===== src/rtl/rsa_pkg.sv =====
// Shared widths and FSM state encoding for the RSA byte-stream controller.
package rsa_pkg;

    localparam int unsigned RSA_W     = 256;
    localparam int unsigned BYTE_W    = 8;
    localparam int unsigned RSA_BYTES = RSA_W / BYTE_W;
    localparam int unsigned CNT_W     = $clog2(RSA_BYTES);

    typedef enum logic [2:0] {
        S_GET_N = 3'd0,
        S_GET_D = 3'd1,
        S_GET_A = 3'd2,
        S_START = 3'd3,
        S_WAIT  = 3'd4,
        S_SEND  = 3'd5
    } rsa_stream_state_t;

endpackage


===== src/rtl/rsa_byte_deser.sv =====
// MSB-first byte deserializer: shifts accepted bytes into a RSA_W-bit word and
// flags the byte that completes the word (o_full_c), clearing its counter.
module rsa_byte_deser
    import rsa_pkg::*;
(
    input  logic              i_clk,
    input  logic              i_rst,
    input  logic              i_load,
    input  logic [BYTE_W-1:0] i_data,
    output logic [RSA_W-1:0]  o_word_c,
    output logic [CNT_W-1:0]  o_count,
    output logic              o_full_c
);

    localparam logic [CNT_W-1:0] CNT_LAST = CNT_W'(RSA_BYTES - 1);

    logic [RSA_W-1:0] r_sh;
    logic [CNT_W-1:0] r_cnt;

    // Word including the byte being accepted this cycle
    assign o_word_c = (r_sh << BYTE_W) | RSA_W'(i_data);
    assign o_full_c = i_load && (r_cnt == CNT_LAST);
    assign o_count  = r_cnt;

    // Shift register and byte counter
    always_ff @(posedge i_clk) begin
        if (i_rst) begin
            r_sh  <= '0;
            r_cnt <= '0;
        end else if (i_load) begin
            r_sh  <= o_word_c;
            r_cnt <= o_full_c ? '0 : r_cnt + CNT_W'(1);
        end
    end

endmodule


===== src/rtl/rsa_stream_ctrl.sv =====
// Byte-stream front/back end for the RSA decryption core: loads N, d and
// ciphertext blocks, starts the core, then streams the plaintext out MSB-first.
// Build option RSA_STREAM_FULLOUT_EN: send all 32 result bytes instead of the
// low 31 (default drops bits 255:248).
module rsa_stream_ctrl
    import rsa_pkg::*;
(
    input  logic              i_clk,
    input  logic              i_rst,
    input  logic [BYTE_W-1:0] i_rx_data,
    input  logic              i_rx_valid,
    output logic              o_rx_ready,
    output logic [BYTE_W-1:0] o_tx_data,
    output logic              o_tx_valid,
    input  logic              i_tx_ready,
    input  logic              i_key_reload,
    output logic              o_core_start,
    output logic [RSA_W-1:0]  o_core_n,
    output logic [RSA_W-1:0]  o_core_d,
    output logic [RSA_W-1:0]  o_core_a,
    input  logic [RSA_W-1:0]  i_core_result,
    input  logic              i_core_finished,
    output logic              o_busy
);

`ifdef RSA_STREAM_FULLOUT_EN
    localparam logic [CNT_W-1:0] TX_LAST = CNT_W'(RSA_BYTES - 1);
`else
    localparam logic [CNT_W-1:0] TX_LAST = CNT_W'(RSA_BYTES - 2);
`endif

    rsa_stream_state_t r_state, w_state_nxt;

    logic [RSA_W-1:0] r_n, r_d, r_a, r_tx_sh;
    logic [RSA_W-1:0] w_word, w_tx_load;
    logic [CNT_W-1:0] w_rx_cnt, r_tx_cnt;
    logic             w_full, w_load, w_rx_ready;
    logic             w_latch, w_tx_accept;
    logic             r_wait_armed, r_core_start, r_busy, r_tx_valid;

    // Shared deserializer for N, d and a
    rsa_byte_deser u_deser (
        .i_clk    (i_clk),
        .i_rst    (i_rst),
        .i_load   (w_load),
        .i_data   (i_rx_data),
        .o_word_c (w_word),
        .o_count  (w_rx_cnt),
        .o_full_c (w_full)
    );

    assign w_load = w_rx_ready && i_rx_valid;

`ifdef RSA_STREAM_FULLOUT_EN
    assign w_tx_load = i_core_result;
`else
    assign w_tx_load = i_core_result << BYTE_W;
`endif

    // State register
    always_ff @(posedge i_clk) begin
        if (i_rst) r_state <= S_GET_N;
        else       r_state <= w_state_nxt;
    end

    // Next-state and handshake decode
    always_comb begin
        w_state_nxt = r_state;
        w_rx_ready  = 1'b0;
        w_latch     = 1'b0;
        w_tx_accept = 1'b0;
        case (r_state)
            S_GET_N: begin
                w_rx_ready = 1'b1;
                if (w_full) w_state_nxt = S_GET_D;
            end
            S_GET_D: begin
                w_rx_ready = 1'b1;
                if (w_full) w_state_nxt = S_GET_A;
            end
            S_GET_A: begin
                if ((w_rx_cnt == '0) && i_key_reload) begin
                    w_state_nxt = S_GET_N;
                end else begin
                    w_rx_ready = 1'b1;
                    if (w_full) w_state_nxt = S_START;
                end
            end
            S_START: w_state_nxt = S_WAIT;
            S_WAIT: begin
                // First WAIT cycle may still see the previous run's sticky flag
                if (r_wait_armed && i_core_finished) begin
                    w_latch     = 1'b1;
                    w_state_nxt = S_SEND;
                end
            end
            S_SEND: begin
                if (i_tx_ready) begin
                    w_tx_accept = 1'b1;
                    if (r_tx_cnt == TX_LAST) w_state_nxt = S_GET_A;
                end
            end
            default: w_state_nxt = S_GET_N;
        endcase
    end

    // Operand registers, tx shifter and registered status outputs
    always_ff @(posedge i_clk) begin
        if (i_rst) begin
            r_n          <= '0;
            r_d          <= '0;
            r_a          <= '0;
            r_tx_sh      <= '0;
            r_tx_cnt     <= '0;
            r_wait_armed <= 1'b0;
            r_core_start <= 1'b0;
            r_busy       <= 1'b0;
            r_tx_valid   <= 1'b0;
        end else begin
            r_wait_armed <= (r_state == S_WAIT);
            r_core_start <= (w_state_nxt == S_START);
            r_busy       <= (w_state_nxt == S_START) || (w_state_nxt == S_WAIT) ||
                            (w_state_nxt == S_SEND);
            r_tx_valid   <= (w_state_nxt == S_SEND);
            if (w_full) begin
                case (r_state)
                    S_GET_N: r_n <= w_word;
                    S_GET_D: r_d <= w_word;
                    S_GET_A: r_a <= w_word;
                    default: ;
                endcase
            end
            if (w_latch) begin
                r_tx_sh  <= w_tx_load;
                r_tx_cnt <= '0;
            end else if (w_tx_accept) begin
                r_tx_sh  <= r_tx_sh << BYTE_W;
                r_tx_cnt <= (r_tx_cnt == TX_LAST) ? '0 : r_tx_cnt + CNT_W'(1);
            end
        end
    end

    assign o_rx_ready   = w_rx_ready;
    assign o_tx_data    = r_tx_sh[RSA_W-1 -: BYTE_W];
    assign o_tx_valid   = r_tx_valid;
    assign o_core_start = r_core_start;
    assign o_core_n     = r_n;
    assign o_core_d     = r_d;
    assign o_core_a     = r_a;
    assign o_busy       = r_busy;

endmodule


===== config.mk =====
export PLATFORM = sky130hd
export DESIGN_NAME = rsa_stream_ctrl
export DESIGN_NICKNAME = d
export VERILOG_FILES = /design/src/rtl/rsa_pkg.sv /design/src/rtl/rsa_byte_deser.sv /design/src/rtl/rsa_stream_ctrl.sv
export SDC_FILE = /design/constraint.sdc
export NUM_CORES = 2
export LEC_CHECK = 0
export BUFFER_PORTS_ARGS = -buffer_cell sky130_fd_sc_hd__clkbuf_2
export CAP_MARGIN = 20
export CELL_PAD_IN_SITES_DETAIL_PLACEMENT = 1
export CELL_PAD_IN_SITES_GLOBAL_PLACEMENT = 2
export CORE_AREA = 2 2 404 406
export CTS_BUF_LIST = sky130_fd_sc_hd__clkbuf_4
export CTS_CLUSTER_DIAMETER = 120
export DETAILED_ROUTE_END_ITERATION = 7
export DIE_AREA = 0 0 406 408
export PLACE_DENSITY = 0.78
export SYNTH_ARGS = -nofsm -noshare
export SYNTH_HDL_FRONTEND = slang
export SYNTH_HIERARCHICAL = 1
export SYNTH_SLANG_ARGS = --single-unit

===== constraint.sdc =====
create_clock -name i_clk -period 3.25 [get_ports i_clk]
set_clock_uncertainty 0.1 [all_clocks]
set_input_delay 0.325 -clock i_clk [delete_from_list [all_inputs] [get_ports i_clk]]
set_output_delay 0.325 -clock i_clk [all_outputs]
set_load 0.02 [all_outputs]

## After elaboration in Yosys (flattened, before gate mapping)

Cells that the tools add are included.

| operators by class | value |
|---|---|
| $add $sub $neg | 2 |
| equality and inequality tests | 10 |
| muxes and demuxes | 18 |
| bitwise operators | 1 |
| reductions and logical operators | 14 |

Operator list:

| cell | number |
|---|---|
| $mux W256 | 2 |
| $or A256 B8 Y256 | 1 |
| $mux W3 | 7 |
| $pmux W3 S6 | 1 |
| $eq A3 B3 Y1 const B | 4 |
| $add A5 B1 Y5 const B | 2 |
| $eq A5 B5 Y1 const B | 2 |
| $mux W5 | 2 |
| $eq A3 B2 Y1 const B | 3 |
| $reduce_and A2 Y1 | 3 |
| $logic_not A5 Y1 | 1 |
| $mux W1 | 5 |
| $logic_and A1 B1 Y1 | 4 |
| $reduce_or A2 Y1 | 2 |
| $eq A3 B1 Y1 const B | 1 |
| $logic_not A3 Y1 | 1 |
| $logic_or A1 B1 Y1 | 2 |
| $pmux W1 S2 | 1 |
| $reduce_bool A2 Y1 | 1 |

| word-level totals | value |
|---|---|
| flip-flop bits (word level) | 1,281 |
| output and inout port bits | 780 |

## Longest topological paths before layout

| logic depth | value |
|---|---|
| depth in word-level cells | 12 |
| depth in mapped cells | 15 |

## Modules after synthesis

The synthesis kept the hierarchy.

Modules (own cells, without submodules):

| module | instances | cells an instance | area an instance (um^2) | sequential area each (um^2) |
|---|---|---|---|---|
| rsa_stream_ctrl | 1 | 4,505 | 36,277.3 | 20,579.7 |
| rsa_byte_deser | 1 | 833 | 9,233.9 | 5,064.9 |

## Worst setup path after synthesis

No wires, ideal clock.

| path | value |
|---|---|
| path type | flip-flop to flip-flop |
| from | register r_state[1] |
| to | register r_d[215], in the netlist o_core_d[215] |
| data arrival time | 2.854 ns |
| data required time | 3.018 ns |
| setup slack | 0.164 ns |
| cell stages (with the launch flop) | 16 |
| path buffers | 6 |
| period minus slack after synthesis | 3.086 ns |
| path through | dfxtp_1 buf_2 nand2b_1 a211o_1 o21ai_0 and2_1 buf_6 buf_8 and2_1 nand2b_4 or3_1 clkbuf_1 buf_2 buf_2 nand2_1 a21oi_1 |

| on the way | value |
|---|---|
| cells in the longest elaborated chain, start to end | 6 |

RTL lines:

| element | RTL line | text |
|---|---|---|
| from (decl) | rsa_stream_ctrl.sv:32 | `rsa_stream_state_t r_state, w_state_nxt;` |
| from (signal assigned) | rsa_stream_ctrl.sv:63 | `else r_state <= w_state_nxt;` |
| $eq A3 B1 Y1 or $logic_not A3 Y1 (tied branches) | rsa_stream_ctrl.sv:72 | `case (r_state)` |
| $reduce_or A2 Y1 (no source line) | n/a |  |
| $pmux W1 S2 * | rsa_stream_ctrl.sv:72 |  |
| via o_rx_ready | rsa_stream_ctrl.sv:12 | `output logic o_rx_ready,` |
| $logic_and A1 B1 Y1 * | rsa_stream_ctrl.sv:52 | `assign w_load = w_rx_ready && i_rx_valid;` |
| via w_load | rsa_stream_ctrl.sv:37 | `logic w_full, w_load, w_rx_ready;` |
| $logic_and A1 B1 Y1 * | rsa_byte_deser.sv:22 | `assign o_full_c = i_load && (r_cnt == CNT_LAST);` |
| via w_full | rsa_stream_ctrl.sv:37 |  |
| $reduce_and A2 Y1 (no source line) * | n/a |  |
| to (signal assigned) | rsa_stream_ctrl.sv:128 | `S_GET_D: r_d <= w_word;` |
| to (decl) | rsa_stream_ctrl.sv:34 | `logic [RSA_W-1:0] r_n, r_d, r_a, r_tx_sh;` |

Mark *: on every way through the listed nets, which the timed path passes. The rest lies on a longest branch.
A chain may end at the register's enable or synchronous reset.

## Final worst setup path

| path | value |
|---|---|
| from | register r_state[1] |
| to | register r_tx_sh[148] |

| on the way | value |
|---|---|
| cells in the longest elaborated chain, start to end | 3 |

RTL lines:

| element | RTL line | text |
|---|---|---|
| $eq A3 B3 Y1 | rsa_stream_ctrl.sv:72 |  |
| $mux W1 | rsa_stream_ctrl.sv:72 |  |
| $mux W256 or $reduce_bool A2 Y1 (tied branches) | n/a |  |
| to (signal assigned) | rsa_stream_ctrl.sv:134 | `r_tx_sh <= w_tx_load;` |
| to (signal assigned) | rsa_stream_ctrl.sv:137 | `r_tx_sh <= r_tx_sh << BYTE_W;` |
| to (decl) | rsa_stream_ctrl.sv:34 |  |

Several ways; a longest one is shown, not always the timed one.

==> metrics.txt <==
IO Count=between 1000 and 1500; Avg Cell Area, Syn=roughly 8.5 um^2; Final GP Congestion=around 0.84; Die X=~410 um; Syn Nets=between 5000 and 6000; router iterations before antenna repair=6; f_max=between 0.3 and 0.4 GHz; sequential share of the synthesized area=0.563; share of cells above drive strength 1=0.236; Distinct cells, synth=44; post-route cell area=between 0.06 and 0.07 mm^2; Core Util, Final=0.411; # DRC=0; CP startpoint kind=flop; crit path DAT=about 4.5 ns; number of warnings issued by yosys=6; synthesis-stage register bit count=around 1300; global-route wire length before repair=approximately 330000 um; register area=around 0.026 mm^2; post-route ant nets=0; final worst-path setup slack=-0.0232 ns; Total Nets Final=7580; CTS tree=yes; ys async rst share=0; Post-synth EDFFs=0; Clk pin slew, worst setup/hold paths=approximately 0.080 ns; row count=148; grt total ovfl=0; area of the multi-input gates=between 0.015 and 0.02 mm^2; placed instance area=~0.053 mm^2; Sum Neg Setup Slack=-0.0285 ns; power density cells=roughly 500 mW/mm^2; Mapped Cells=5338; Initial Util=0.282; initial antenna violation count=47; Final setup viols=3; clk_lat worst skew=1.39 ns; Cell Area, Synth=around 0.046 mm^2; top_reg_cell synth=dfxtp_1; run status=finished, violations left; RSZ-0062 raised after global routing=yes; initial drt markers=about 3900; Fin. Hold Viols=0; Crit Path Max Fanout=22; Hold WS=~0.24 ns; drt via density=around 5.0; Via Count=49300; GRT Total Usage=0.268; final wirelength=244000 um; Max Cap Viol=0; Min-Delay Path Class=primary input to flop; clock buffer count from CTS=~370; fin crit share=1.01; Area growth, synth to finish=46.0%; max-slew violation count=0; Die Y=around 400 um; filler instances=19200; Buffers on Ports=roughly 1000; failing checks=setup timing; CTS Buffer Depth=4; pin count of the biggest net entering global routing=129; Post-DP HPWL=roughly 140000 um; maximum VDD drop=between 0.3 and 0.4 mV; Routed WL per cell=roughly 25 um; Critical Path Sink Type=flop; max_slew headroom=0.408; leakage power=25.8 nW; minimum clock period=around 3.3 ns; core box area=0.162 mm^2; H-tree Lvls=5; total die area=about 0.17 mm^2; Place WS=roughly 0.042 ns; clock root buffer=clkbuf_4; CTS Sinks=about 1300; vias in the first global route=49900; Req. time, crit path=~4.5 ns; CP Class=flop to flop; worst slew pin tran=between 0.8 and 0.9 ns
-- registers in the layout, indices dropped and copies added (netlist names) --
register,count
r_tx_cnt,5
r_wait_armed,1
o_core_a,256
r_tx_sh,248
o_core_n,256
r_state,3
u_deser/r_sh,248
u_deser/o_count,5
o_tx_valid,1
o_busy,1
o_core_d,256
o_core_start,1
-- critical path, stage by stage (launching register included) --
cell,delay (ns)
dfxtp_1,0.31
buf_4,0.20
nor3b_4,0.27
and2_4,0.35
buf_4,0.35
a22oi_1,0.12
dlygate4sd3_1,0.65
a21oi_1,0.30
dlygate4sd3_1,0.62
-- path summary, 6_finish.rpt --
path | start | endpoint | slack (ns) | cells past startpoint
max | r_state[1]$_SDFF_PP0_ | r_tx_sh[148]$_SDFFE_PP0P_ | -0.02 | 8
min | i_rx_valid | u_deser/r_sh[37]$_SDFFE_PP0P_ | 0.24 | 6
max reg2reg | r_state[1]$_SDFF_PP0_ | r_tx_sh[148]$_SDFFE_PP0P_ | -0.02 | 8
min reg2reg | u_deser/r_sh[155]$_SDFFE_PP0P_ | o_core_a[163]$_SDFFE_PP0P_ | 0.35 | 2
-- metrics by stage --
stage	power, mW	std cells
finish	33.0	9772
floorplan	16.5	5338
global placement	16.8	8243
global route	34.3	9766
detailed placement	16.8	8243
CTS	32.8	9716
-- power breakdown --
part	internal [mW]	switching, mW
registers	15.7	0.0472
clock network	8.21	7.69
logic	0.665	0.696
total	24.6	8.43
-- layout make-up --
| type | count | area share |
|---|---|---|
| Antenna cell | 45 | 0.00170 |
| Clock buffer | 558 | 0.0631 |
| Clock inverter | 58 | 0.00576 |
| Inverter | 5 | 0.000283 |
| Multi-Input combinational cell | 3611 | 0.266 |
| Sequential cell | 1281 | 0.386 |
| Tap cell | 2175 | 0.0410 |
| Timing Repair Buffer | 2039 | 0.237 |
-- kinds of logic (layout without fill, tap and decap cells) --
| group | after synthesis | after routing | share of synthesized area |
|---|---|---|---|
| AOI/OAI and AO/OA | 1272 | 1273 | 0.154 |
| xor gates and xnor gates | 5 | 5 | 0.000962 |
| adders and majority gates | 4 | 4 | 0.00110 |
| buffers and inverters | 449 | 2660 | 0.0512 |
| DFF | 1281 | 1281 | 0.563 |
| muxes | 250 | 250 | 0.0550 |
| other | 0 | 45 | 0 |
| and+or+nand+nor | 2077 | 2079 | 0.174 |
-- repair_timing --
item,in CTS,in global routing
resized for setup,3,5
hold buffers,857,0
endpoints found under the hold margin,1281,0
setup buffers,0,7
pin swaps,0,1
gates cloned,0,4
setup endpoints to repair,1,86
-- placed cells by master (no fill, tap or decap), drive strengths merged --
cell type,Yosys,routed
nor2b,2,2
mux2i,250,250
a311oi,3,3
o21a,1,1
nand2,1779,1779
a21oi,1013,1014
nand4,4,4
ha,4,4
a31o,1,1
buf,235,143
xnor2,1,1
a211oi,1,1
nand3b,1,1
xor2,4,4
nor3,3,3
inv,5,9
and2,4,5
nand3,1,1
dfxtp,1281,1281
dlygate4sd3,0,855
or3,2,2
clkbuf,209,1599
nor4bb,1,1
o21bai,1,1
diode,0,45
nand2b,3,3
bufinv,0,6
nor4b,1,1
o21ai,3,3
a211o,1,1
a22oi,248,248
and3,2,2
nand4bb,1,1
and4,1,1
and4b,1,2
clkinv,0,48
nor2,270,270
nor3b,1,1
-- metal layers --
layer	vias up	share of wire	GRT usage	routed length, um
li1	21900	-	-	-
met1	23900	0.38	0.307	93200
met2	2507	0.48	0.457	116000
met3	952	0.076	0.0674	18500
met4	20	0.065	0.140	15900
met5	-	0.00055	0	135
-- cell usage after synthesis, types with 3 or more instances --
library cell | count | area [um^2]
nand2_1 | 1779 | 6680
dfxtp_1 | 1281 | 25600
a21oi_1 | 1012 | 5060
nor2_1 | 270 | 1010
mux2i_1 | 250 | 2500
a22oi_1 | 248 | 1860
clkbuf_1 | 209 | 785
buf_2 | 165 | 826
buf_4 | 26 | 195
buf_8 | 26 | 390
buf_1 | 14 | 52.6
inv_1 | 5 | 18.8
and2_1 | 4 | 25.0
ha_1 | 4 | 50.1
xor2_1 | 4 | 35.0
a311oi_1 | 3 | 26.3
nand4_1 | 3 | 18.8
(Power assumes the default switching activity.)
